$ cat config.mk
export PLATFORM = sky130hd
export DESIGN_NAME = memory_access_stage
export DESIGN_NICKNAME = d
export VERILOG_FILES = /design/src/rtl/memory_access_stage.sv
export SDC_FILE = /design/constraint.sdc
export NUM_CORES = 1
export LEC_CHECK = 0
export CAP_MARGIN = 20
export CORE_MARGIN = 2
export CORE_UTILIZATION = 28
export CTS_BUF_LIST = sky130_fd_sc_hd__clkbuf_8 sky130_fd_sc_hd__clkbuf_16
export DETAILED_ROUTE_END_ITERATION = 8
export PLACE_DENSITY = 0.61
export SLEW_MARGIN = 20
export SYNTH_ARGS = -nofsm -noshare
export SYNTH_HDL_FRONTEND = slang
export SYNTH_SLANG_ARGS = --single-unit
$ cat constraint.sdc
create_clock -name clk -period 2.3 [get_ports clk]
set_input_delay 0.46 -clock clk [delete_from_list [all_inputs] [get_ports clk]]
set_output_delay 0.46 -clock clk [all_outputs]
set_load 0.1 [all_outputs]
$ cat src/rtl/memory_access_stage.sv
// Memory access stage: issues one load/store per instruction to a 64-bit data
// memory, aligns store data and byte strobes, and extracts/extends load data.
// Build option: define MEM_TIMEOUT_EN to abort accesses that receive no
// dmem_ready within TIMEOUT_CYCLES BUSY cycles (reported via bus_error).
//
// Ports:
//   clk, reset                      rising-edge clock, synchronous active-high reset
//   valid_in, mem_read, mem_write   instruction from execute (store wins over load)
//   funct3, addr, wdata             access size/sign, effective address, store data
//   dmem_req/we/addr/wdata/wstrb    memory request (held until dmem_ready)
//   dmem_ready, dmem_rdata          memory completion and read doubleword
//   stall                           upstream hold (combinational)
//   valid_out, load_data            one-cycle result strobe and extended load value
//   misaligned, bus_error           qualifiers of valid_out
module memory_access_stage #(
    parameter int unsigned TIMEOUT_CYCLES = 255  // must be >= 1
) (
    input  logic        clk,
    input  logic        reset,
    input  logic        valid_in,
    input  logic        mem_read,
    input  logic        mem_write,
    input  logic [2:0]  funct3,
    input  logic [63:0] addr,
    input  logic [63:0] wdata,
    output logic        dmem_req,
    output logic        dmem_we,
    output logic [63:0] dmem_addr,
    output logic [63:0] dmem_wdata,
    output logic [7:0]  dmem_wstrb,
    input  logic        dmem_ready,
    input  logic [63:0] dmem_rdata,
    output logic        stall,
    output logic        valid_out,
    output logic [63:0] load_data,
    output logic        misaligned,
    output logic        bus_error
);

    localparam int unsigned XLEN   = 64;
    localparam int unsigned STRB_W = XLEN / 8;

    typedef enum logic [1:0] {
        IDLE,
        BUSY,
        RESP
    } state_e;

    state_e              state_q;
    logic                dmem_req_q;
    logic                dmem_we_q;
    logic [XLEN-1:0]     dmem_addr_q;
    logic [XLEN-1:0]     dmem_wdata_q;
    logic [STRB_W-1:0]   dmem_wstrb_q;
    logic                valid_out_q;
    logic                misaligned_q;
    logic [XLEN-1:0]     load_data_q;
    logic                is_load_q;
    logic [1:0]          size_q;
    logic                zext_q;
    logic [2:0]          off_q;

    logic                mem_op_c;
    logic                aligned_c;
    logic                accept_c;
    logic [STRB_W-1:0]   wstrb_d;
    logic [XLEN-1:0]     wdata_d;
    logic [XLEN-1:0]     rdata_shifted;
    logic [XLEN-1:0]     load_ext_d;

`ifdef MEM_TIMEOUT_EN
    localparam int unsigned CNT_W = $clog2(TIMEOUT_CYCLES + 2);
    logic [CNT_W-1:0]    tmo_cnt_q;
    logic                bus_error_q;
`endif

    // Natural alignment: address is a multiple of the access size.
    always_comb begin
        aligned_c = 1'b1;
        case (funct3[1:0])
            2'd0:    aligned_c = 1'b1;
            2'd1:    aligned_c = (addr[0] == 1'b0);
            2'd2:    aligned_c = (addr[1:0] == 2'b00);
            default: aligned_c = (addr[2:0] == 3'b000);
        endcase
    end

    assign mem_op_c = mem_read | mem_write;
    assign accept_c = (state_q == IDLE) & valid_in & mem_op_c & aligned_c;

    // Upstream must hold from the accept cycle until the memory responds.
    assign stall = ~reset & (accept_c | (state_q == BUSY));

    // Store lane placement: size mask and data moved to the addressed byte lane.
    always_comb begin
        wstrb_d = STRB_W'(8'h01);
        case (funct3[1:0])
            2'd0:    wstrb_d = STRB_W'(8'h01);
            2'd1:    wstrb_d = STRB_W'(8'h03);
            2'd2:    wstrb_d = STRB_W'(8'h0F);
            default: wstrb_d = STRB_W'(8'hFF);
        endcase
        wstrb_d = wstrb_d << addr[2:0];
        wdata_d = wdata << {addr[2:0], 3'b000};
    end

    // Load extraction from the captured byte offset; LD has nothing to extend.
    always_comb begin
        rdata_shifted = dmem_rdata >> {off_q, 3'b000};
        load_ext_d    = rdata_shifted;
        case (size_q)
            2'd0: load_ext_d = zext_q ? {56'b0, rdata_shifted[7:0]}
                                      : {{56{rdata_shifted[7]}}, rdata_shifted[7:0]};
            2'd1: load_ext_d = zext_q ? {48'b0, rdata_shifted[15:0]}
                                      : {{48{rdata_shifted[15]}}, rdata_shifted[15:0]};
            2'd2: load_ext_d = zext_q ? {32'b0, rdata_shifted[31:0]}
                                      : {{32{rdata_shifted[31]}}, rdata_shifted[31:0]};
            default: load_ext_d = rdata_shifted;
        endcase
    end

    // Control FSM with registered memory-side and writeback-side outputs.
    always_ff @(posedge clk) begin
        if (reset) begin
            state_q      <= IDLE;
            dmem_req_q   <= 1'b0;
            dmem_we_q    <= 1'b0;
            dmem_addr_q  <= '0;
            dmem_wdata_q <= '0;
            dmem_wstrb_q <= '0;
            valid_out_q  <= 1'b0;
            misaligned_q <= 1'b0;
            load_data_q  <= '0;
            is_load_q    <= 1'b0;
            size_q       <= 2'b00;
            zext_q       <= 1'b0;
            off_q        <= 3'b000;
`ifdef MEM_TIMEOUT_EN
            tmo_cnt_q    <= '0;
            bus_error_q  <= 1'b0;
`endif
        end else begin
            // Result qualifiers are single-cycle pulses.
            valid_out_q  <= 1'b0;
            misaligned_q <= 1'b0;
            load_data_q  <= '0;
`ifdef MEM_TIMEOUT_EN
            bus_error_q  <= 1'b0;
`endif
            case (state_q)
                IDLE: begin
                    if (valid_in) begin
                        if (!mem_op_c) begin
                            valid_out_q <= 1'b1;
                        end else if (!aligned_c) begin
                            valid_out_q  <= 1'b1;
                            misaligned_q <= 1'b1;
                        end else begin
                            state_q      <= BUSY;
                            dmem_req_q   <= 1'b1;
                            dmem_we_q    <= mem_write;
                            dmem_addr_q  <= {addr[63:3], 3'b000};
                            dmem_wdata_q <= mem_write ? wdata_d : '0;
                            dmem_wstrb_q <= mem_write ? wstrb_d : '0;
                            is_load_q    <= ~mem_write;
                            size_q       <= funct3[1:0];
                            zext_q       <= funct3[2];
                            off_q        <= addr[2:0];
`ifdef MEM_TIMEOUT_EN
                            tmo_cnt_q    <= '0;
`endif
                        end
                    end
                end
                BUSY: begin
                    if (dmem_ready) begin
                        state_q      <= RESP;
                        dmem_req_q   <= 1'b0;
                        dmem_we_q    <= 1'b0;
                        dmem_wstrb_q <= '0;
                        valid_out_q  <= 1'b1;
                        load_data_q  <= is_load_q ? load_ext_d : '0;
                    end
`ifdef MEM_TIMEOUT_EN
                    else if (tmo_cnt_q == CNT_W'(TIMEOUT_CYCLES - 1)) begin
                        state_q      <= RESP;
                        dmem_req_q   <= 1'b0;
                        dmem_we_q    <= 1'b0;
                        dmem_wstrb_q <= '0;
                        valid_out_q  <= 1'b1;
                        bus_error_q  <= 1'b1;
                    end else begin
                        tmo_cnt_q <= tmo_cnt_q + CNT_W'(1);
                    end
`endif
                end
                RESP: begin
                    state_q <= IDLE;
                end
                default: begin
                    state_q <= IDLE;
                end
            endcase
        end
    end

    assign dmem_req   = dmem_req_q;
    assign dmem_we    = dmem_we_q;
    assign dmem_addr  = dmem_addr_q;
    assign dmem_wdata = dmem_wdata_q;
    assign dmem_wstrb = dmem_wstrb_q;
    assign valid_out  = valid_out_q;
    assign misaligned = misaligned_q;
    assign load_data  = load_data_q;

`ifdef MEM_TIMEOUT_EN
    assign bus_error = bus_error_q;
`else
    // Without the timeout counter the parameter has no effect.
    logic timeout_unused;
    assign timeout_unused = ^TIMEOUT_CYCLES;
    assign bus_error      = 1'b0;
`endif

endmodule

Word level (Yosys, flattened, before mapping)
Index checks and enable logic that the tools add are counted.
{ "op_classes": {"shifts": 3, "eq_ne": 9, "bitwise": 15, "n_mux": 32, "reduce_logical": 11} }
{ "ops": {"columns": ["operator", "n"], "rows": [
  ["$mux W64", 4],
  ["$pmux W64 S3", 1],
  ["$shl A64 B6 Y64", 1],
  ["$shr A64 B6 Y64", 1],
  ["$mux W8", 5],
  ["$pmux W8 S3", 1],
  ["$pmux W8 S2", 1],
  ["$mux W1", 11],
  ["$not A1 Y1", 9],
  ["$logic_not A2 Y1", 4],
  ["$mux W2", 4],
  ["$ne A2 B2 Y1 const B", 4],
  ["$reduce_and A4 Y1", 2],
  ["$reduce_or A4 Y1", 2],
  ["$shl A8 B3 Y8", 1],
  ["$eq A2 B1 Y1 const B", 3],
  ["$pmux W1 S2", 3],
  ["$reduce_and A5 Y1", 1],
  ["$and A1 B1 Y1", 4],
  ["$eq A2 B2 Y1 const B", 2],
  ["$pmux W2 S2", 1],
  ["$logic_not A3 Y1", 1],
  ["$pmux W1 S3", 1],
  ["$or A1 B1 Y1", 2],
  ["$reduce_bool A2 Y1", 1]
]} }
{ "totals": {"output_inout_bits": 206, "reg_bits": 210, "inputBits": 201} }

Longest topological paths before layout
{ "logic_depth": {"depth_word": 8, "depth_mapped": 8, "mapped_depth_nobuf": 4} }

Least setup slack after synthesis
Ideal clock, no wire load.
{ "synth_timing": {"kind": "input to output", "startpoint": "in valid_in", "endpoint": "out stall", "stages": 6, "path_slack_ns": -1.291, "arrival_time_ns": 3.131, "t_required_ns": 1.840, "n_path_buf": 3, "cell_sequence": "or3b_1 > buf_2 > a2111o_1 > buf_2 > clkbuf_1 > a21oi_1"} }
{ "synth_via": {"elab_chain_len": 5} }
{ "synth_rtl": {"columns": ["element", "line_no", "source"], "rows": [
  ["from (decl)", "20", "input logic valid_in,"],
  ["$and A1 B1 Y1 (3 in series)", "89", "assign accept_c = (state_q == IDLE) & valid_in & mem_op_c & aligned_c;"],
  ["$or A1 B1 Y1", "92", "assign stall = ~reset & (accept_c | (state_q == BUSY));"],
  ["$and A1 B1 Y1", "92", null],
  ["to (decl)", "33", "output logic stall,"]
]} }
No other way between the ends.

Final worst setup path
{ "layout_timing": {"startpoint": "reg state_q[0]", "endpoint": "out stall"} }
{ "layout_via": {"elab_chain_len": 6, "word_cells_on_any_way": 7, "cone_classes": "eq/ne (1); bitwise (5); reduce/logical (1)"} }
{ "layout_rtl": {"columns": ["element", "line_no", "source"], "rows": [
  ["from (decl)", "49", "state_e state_q;"],
  ["from (signal assigned)", "125", "state_q <= IDLE;"],
  ["from (signal assigned)", "159", "state_q <= BUSY;"],
  ["from (signal assigned)", "177", "state_q <= RESP;"],
  ["$logic_not A2 Y1", "89", null],
  ["$and A1 B1 Y1 (3 in series)", "89", null],
  ["$or A1 B1 Y1 (*)", "92", null],
  ["$and A1 B1 Y1 (*)", "92", null]
]} }
Mark *: on every way between the ends. The rest lies on a longest branch, timed or not.

==> results.md <==
* Clock tree from TritonCTS: yes
* Core ar. at 0.0378 mm^2
* Area grow syn2layout at 52.6%
* Syn Std Cell Area at 0.0108 mm^2
* Master of the slowest instance on the critical path: a2111o_2
* Routed length on met2 at 20500 um
* EDFF count, synth at 0
* Kind of end point of the critical path: output port
* Dominant cell type by area after synthesis: dfxtp_1
* Routed via count at 10786
* Post-route core utilization at 43.6%
* Arrival time of data at the critical path endpoint at 2.06 ns
* Worst Hold Class: input port to flip-flop
* Maximum ir drop on the vdd rail at 0.471 mV
* Total routing usage reported by global routing at 20.6%
* Sum of negative setup slack at -0.225 ns
* Tightest slew margin relative to the limit at 45.5%
* Shortest clock period the worst path allows after layout at 2.52 ns
* Post-layout nets at 1771
* Layout filler cell count at 3656
* Worst setup slack after layout at -0.225 ns
* Die span in y at 200 um
* Critical path peak fanout at 2
* Global-route wire length before repair at 65000 um
* Hold_ws at 0.291 ns
* Count of routing violations after the opening detailed-route iteration at 548
* Met3 wire length at 4180 um
* Stage delay of the slowest cell on the critical path at 0.44 ns
* Fraction of final layout cells sized beyond drive strength 1 at 30.4%
* Worst clock skew at 0.0117 ns
* Unrepaired setup endpoints after global routing: yes
* Cell area after placement at 0.0154 mm^2
* Total routed wirelength at 43200 um
* Power per cell area at 676 mW/mm^2
* DRC violation count after routing at 0
* H-tree levels at 1
* Summed area of non-filler cells in the final layout at 0.0165 mm^2
* Gate count of the mapped netlist at 1163
* Number of clock buffers inserted by TritonCTS at 27
* Row Count at 71
* Fraction of synthesis flops using an asynchronous set or reset pin at 0%
* Number of port buffers at 402
* Top flip-flop cell by instance count after synthesis: dfxtp_1
* Buffer type at the clock tree root: clkbuf_16
* Cell family with the largest share of critical-path delay: compound AO/OA/AOI/OAI gates
* Horizontal die dimension at 200 um
* Final standard cell count with taps included and fillers excluded at 2101
* Clock network latency to the later pin of the worst-skew pair at 0.55 ns
* Most common cell after layout, fill and taps aside: buf_4
* Measured slew at the worst slew-check pin at 0.815 ns
* Flops & latches, synth at 210
* Number of antenna violations at the first check in global routing at 2
* Drt wl/cell at 20.6 um
* Most frequent cells in the layout: buf_4 (287), nand2_1 (236), dfxtp_1 (206), clkdlybuf4s50_1 (196), a21oi_1 (104)
* Final setup violation count at 1
* Met1 wire length at 16600 um
* Crit path launch type: flip-flop
* Static power due to leakage at 6.41 nW
* Final GP Congestion at 0.932
* Initial core utilization at 28.6%
* Achievable Freq at 396 MHz
* Number of buffers inserted by hold repair at cts at 0
* Failing checks: negative setup slack
* Ratio of routed vias to standard cells at 5.13
* Data required time at the worst endpoint at 1.84 ns
* Sequential share of the synthesized area at 39.0%
* Max_cap viols at 0
* Maximum number of pins on one net before global-route repair at 80
* Uppermost layer routed: met5
* Number of search-and-repair iterations in the first detailed-routing pass at 4
* Count of pins over their slew limit at 0
* Sum of buffers and inverters on the critical path at 1
* Clk buf depth at 3
* Yosys warning count at 0
* GRT overflow at 0
* Clock slew seen by the registers of the worst setup and hold paths at 0.06 ns
* Number of unique standard cell types used by synthesis at 48
* Count of boundary I/O pins at 407
* Share of the cycle needed by the critical path after routing at 110%
* Post-route ant nets at 0
* Outcome: finished with violations
* Total instance count after detailed placement at 2050
* DP Wirelength at 32400 um
* Number of global-route vias before repair at 10724
* Die Footprint at 0.0401 mm^2
* Cell breakdown of the critical path: or3b_4 -> a2111o_2 -> a21oi_4 -> buf_12
* Diodes inserted at 0
* Proportion of netlist area held by the largest area contributor at 39.0%
* Number of clock sinks seen by CTS at 210
* Total count of hold-check failures in the final report at 0
* Mean Syn Cell Area at 9.27 um^2
* Classification of the worst setup path: flip-flop to output port
* Cell types occupying the most area after synthesis: dfxtp_1 (39%), mux4_2 (13%), nand2_1 (8.3%)
## Yosys cell counts (2+ instances only)
cell,number
or4_1,2
o21bai_1,8
and2_1,11
dfxtp_1,210
a21o_1,4
mux4_2,61
a22oi_1,26
or2_2,2
buf_2,27
or4b_1,2
nand4_1,3
mux2i_1,44
nand2b_1,13
a41oi_1,32
nand3_1,8
a31oi_1,17
a22o_1,40
inv_1,4
mux2_2,55
and3_1,3
clkbuf_1,84
nand3b_1,2
buf_1,12
buf_4,4
nor2_1,47
o21ai_0,28
o2bb2ai_1,23
nor3_1,9
nor3b_1,3
nand2_1,237
o211ai_1,7
nor2b_1,13
o21a_1,3
a21oi_1,105
## report_power, final
part,leakage [nW],total (mW),internal [mW],switching (mW)
clock,0.507,4.83,3.09,1.74
sequential,1.70,3.79,3.73,0.0622
combinational,4.21,2.49,0.995,1.49
## cell families after synthesis
kind of cell	Yosys count	synth area share [%]
simple gates	359	14.3
compound gates	301	19.1
flops	210	39.0
mux	160	22.6
buf+inv	132	5.05
other cells	1	0.0348
## sequential cells by signal, indices dropped and copies added (netlist names)
name / count
state_q: 2
dmem_addr: 61
dmem_req: 1
zext_q: 1
dmem_we: 1
is_load_q: 1
dmem_wdata: 64
size_q: 2
dmem_wstrb: 8
off_q: 3
misaligned: 1
load_data: 64
valid_out: 1
## per-stage QoR
stage	power, mW	setup WS (ns)
3_3_place_gp	6.32	-0.399
5_1_grt	11.5	-0.276
4_1_cts	11.2	-0.299
6_report	11.1	-0.225
3_5_place_dp	6.34	-0.431
2_1_floorplan	5.38	-0.352
## area by class of cell
type	count	area [um^2]	area share, %
Clock inverter	17	277	1.68
Inverter	5	18.8	0.114
Sequential cell	210	4210	25.6
Multi-Input combinational cell	824	6080	37.0
Tap cell	511	639	3.89
Timing Repair Buffer	502	4480	27.2
Clock buffer	32	744	4.53
## per-layer routing
| metal | vias up | track usage [%] |
|---|---|---|
| met3 | 81 | 6.02 |
| met1 | 5150 | 24.3 |
| met2 | 514 | 34.6 |
| met4 | 2 | 9.09 |
| li1 | 5039 | - |
| met5 | - | 0 |
## repair_timing
action | in CTS | in global routing
gates cloned | 0 | 0
pin swaps | 3 | 1
setup buffers | 2 | 0
setup endpoints to repair | 1 | 18
gates resized for setup | 3 | 2
## final timing paths
kind	start	endpoint	slack, ns	cells after the start
max	state_q[0]	stall	-0.22	4
min	reset	dmem_wdata[33]	0.29	2
max reg2reg	state_q[0]	dmem_wdata[54]	0.21	6
min reg2reg	dmem_req	dmem_req	0.45	2
Power figures use the tool's default switching activity.
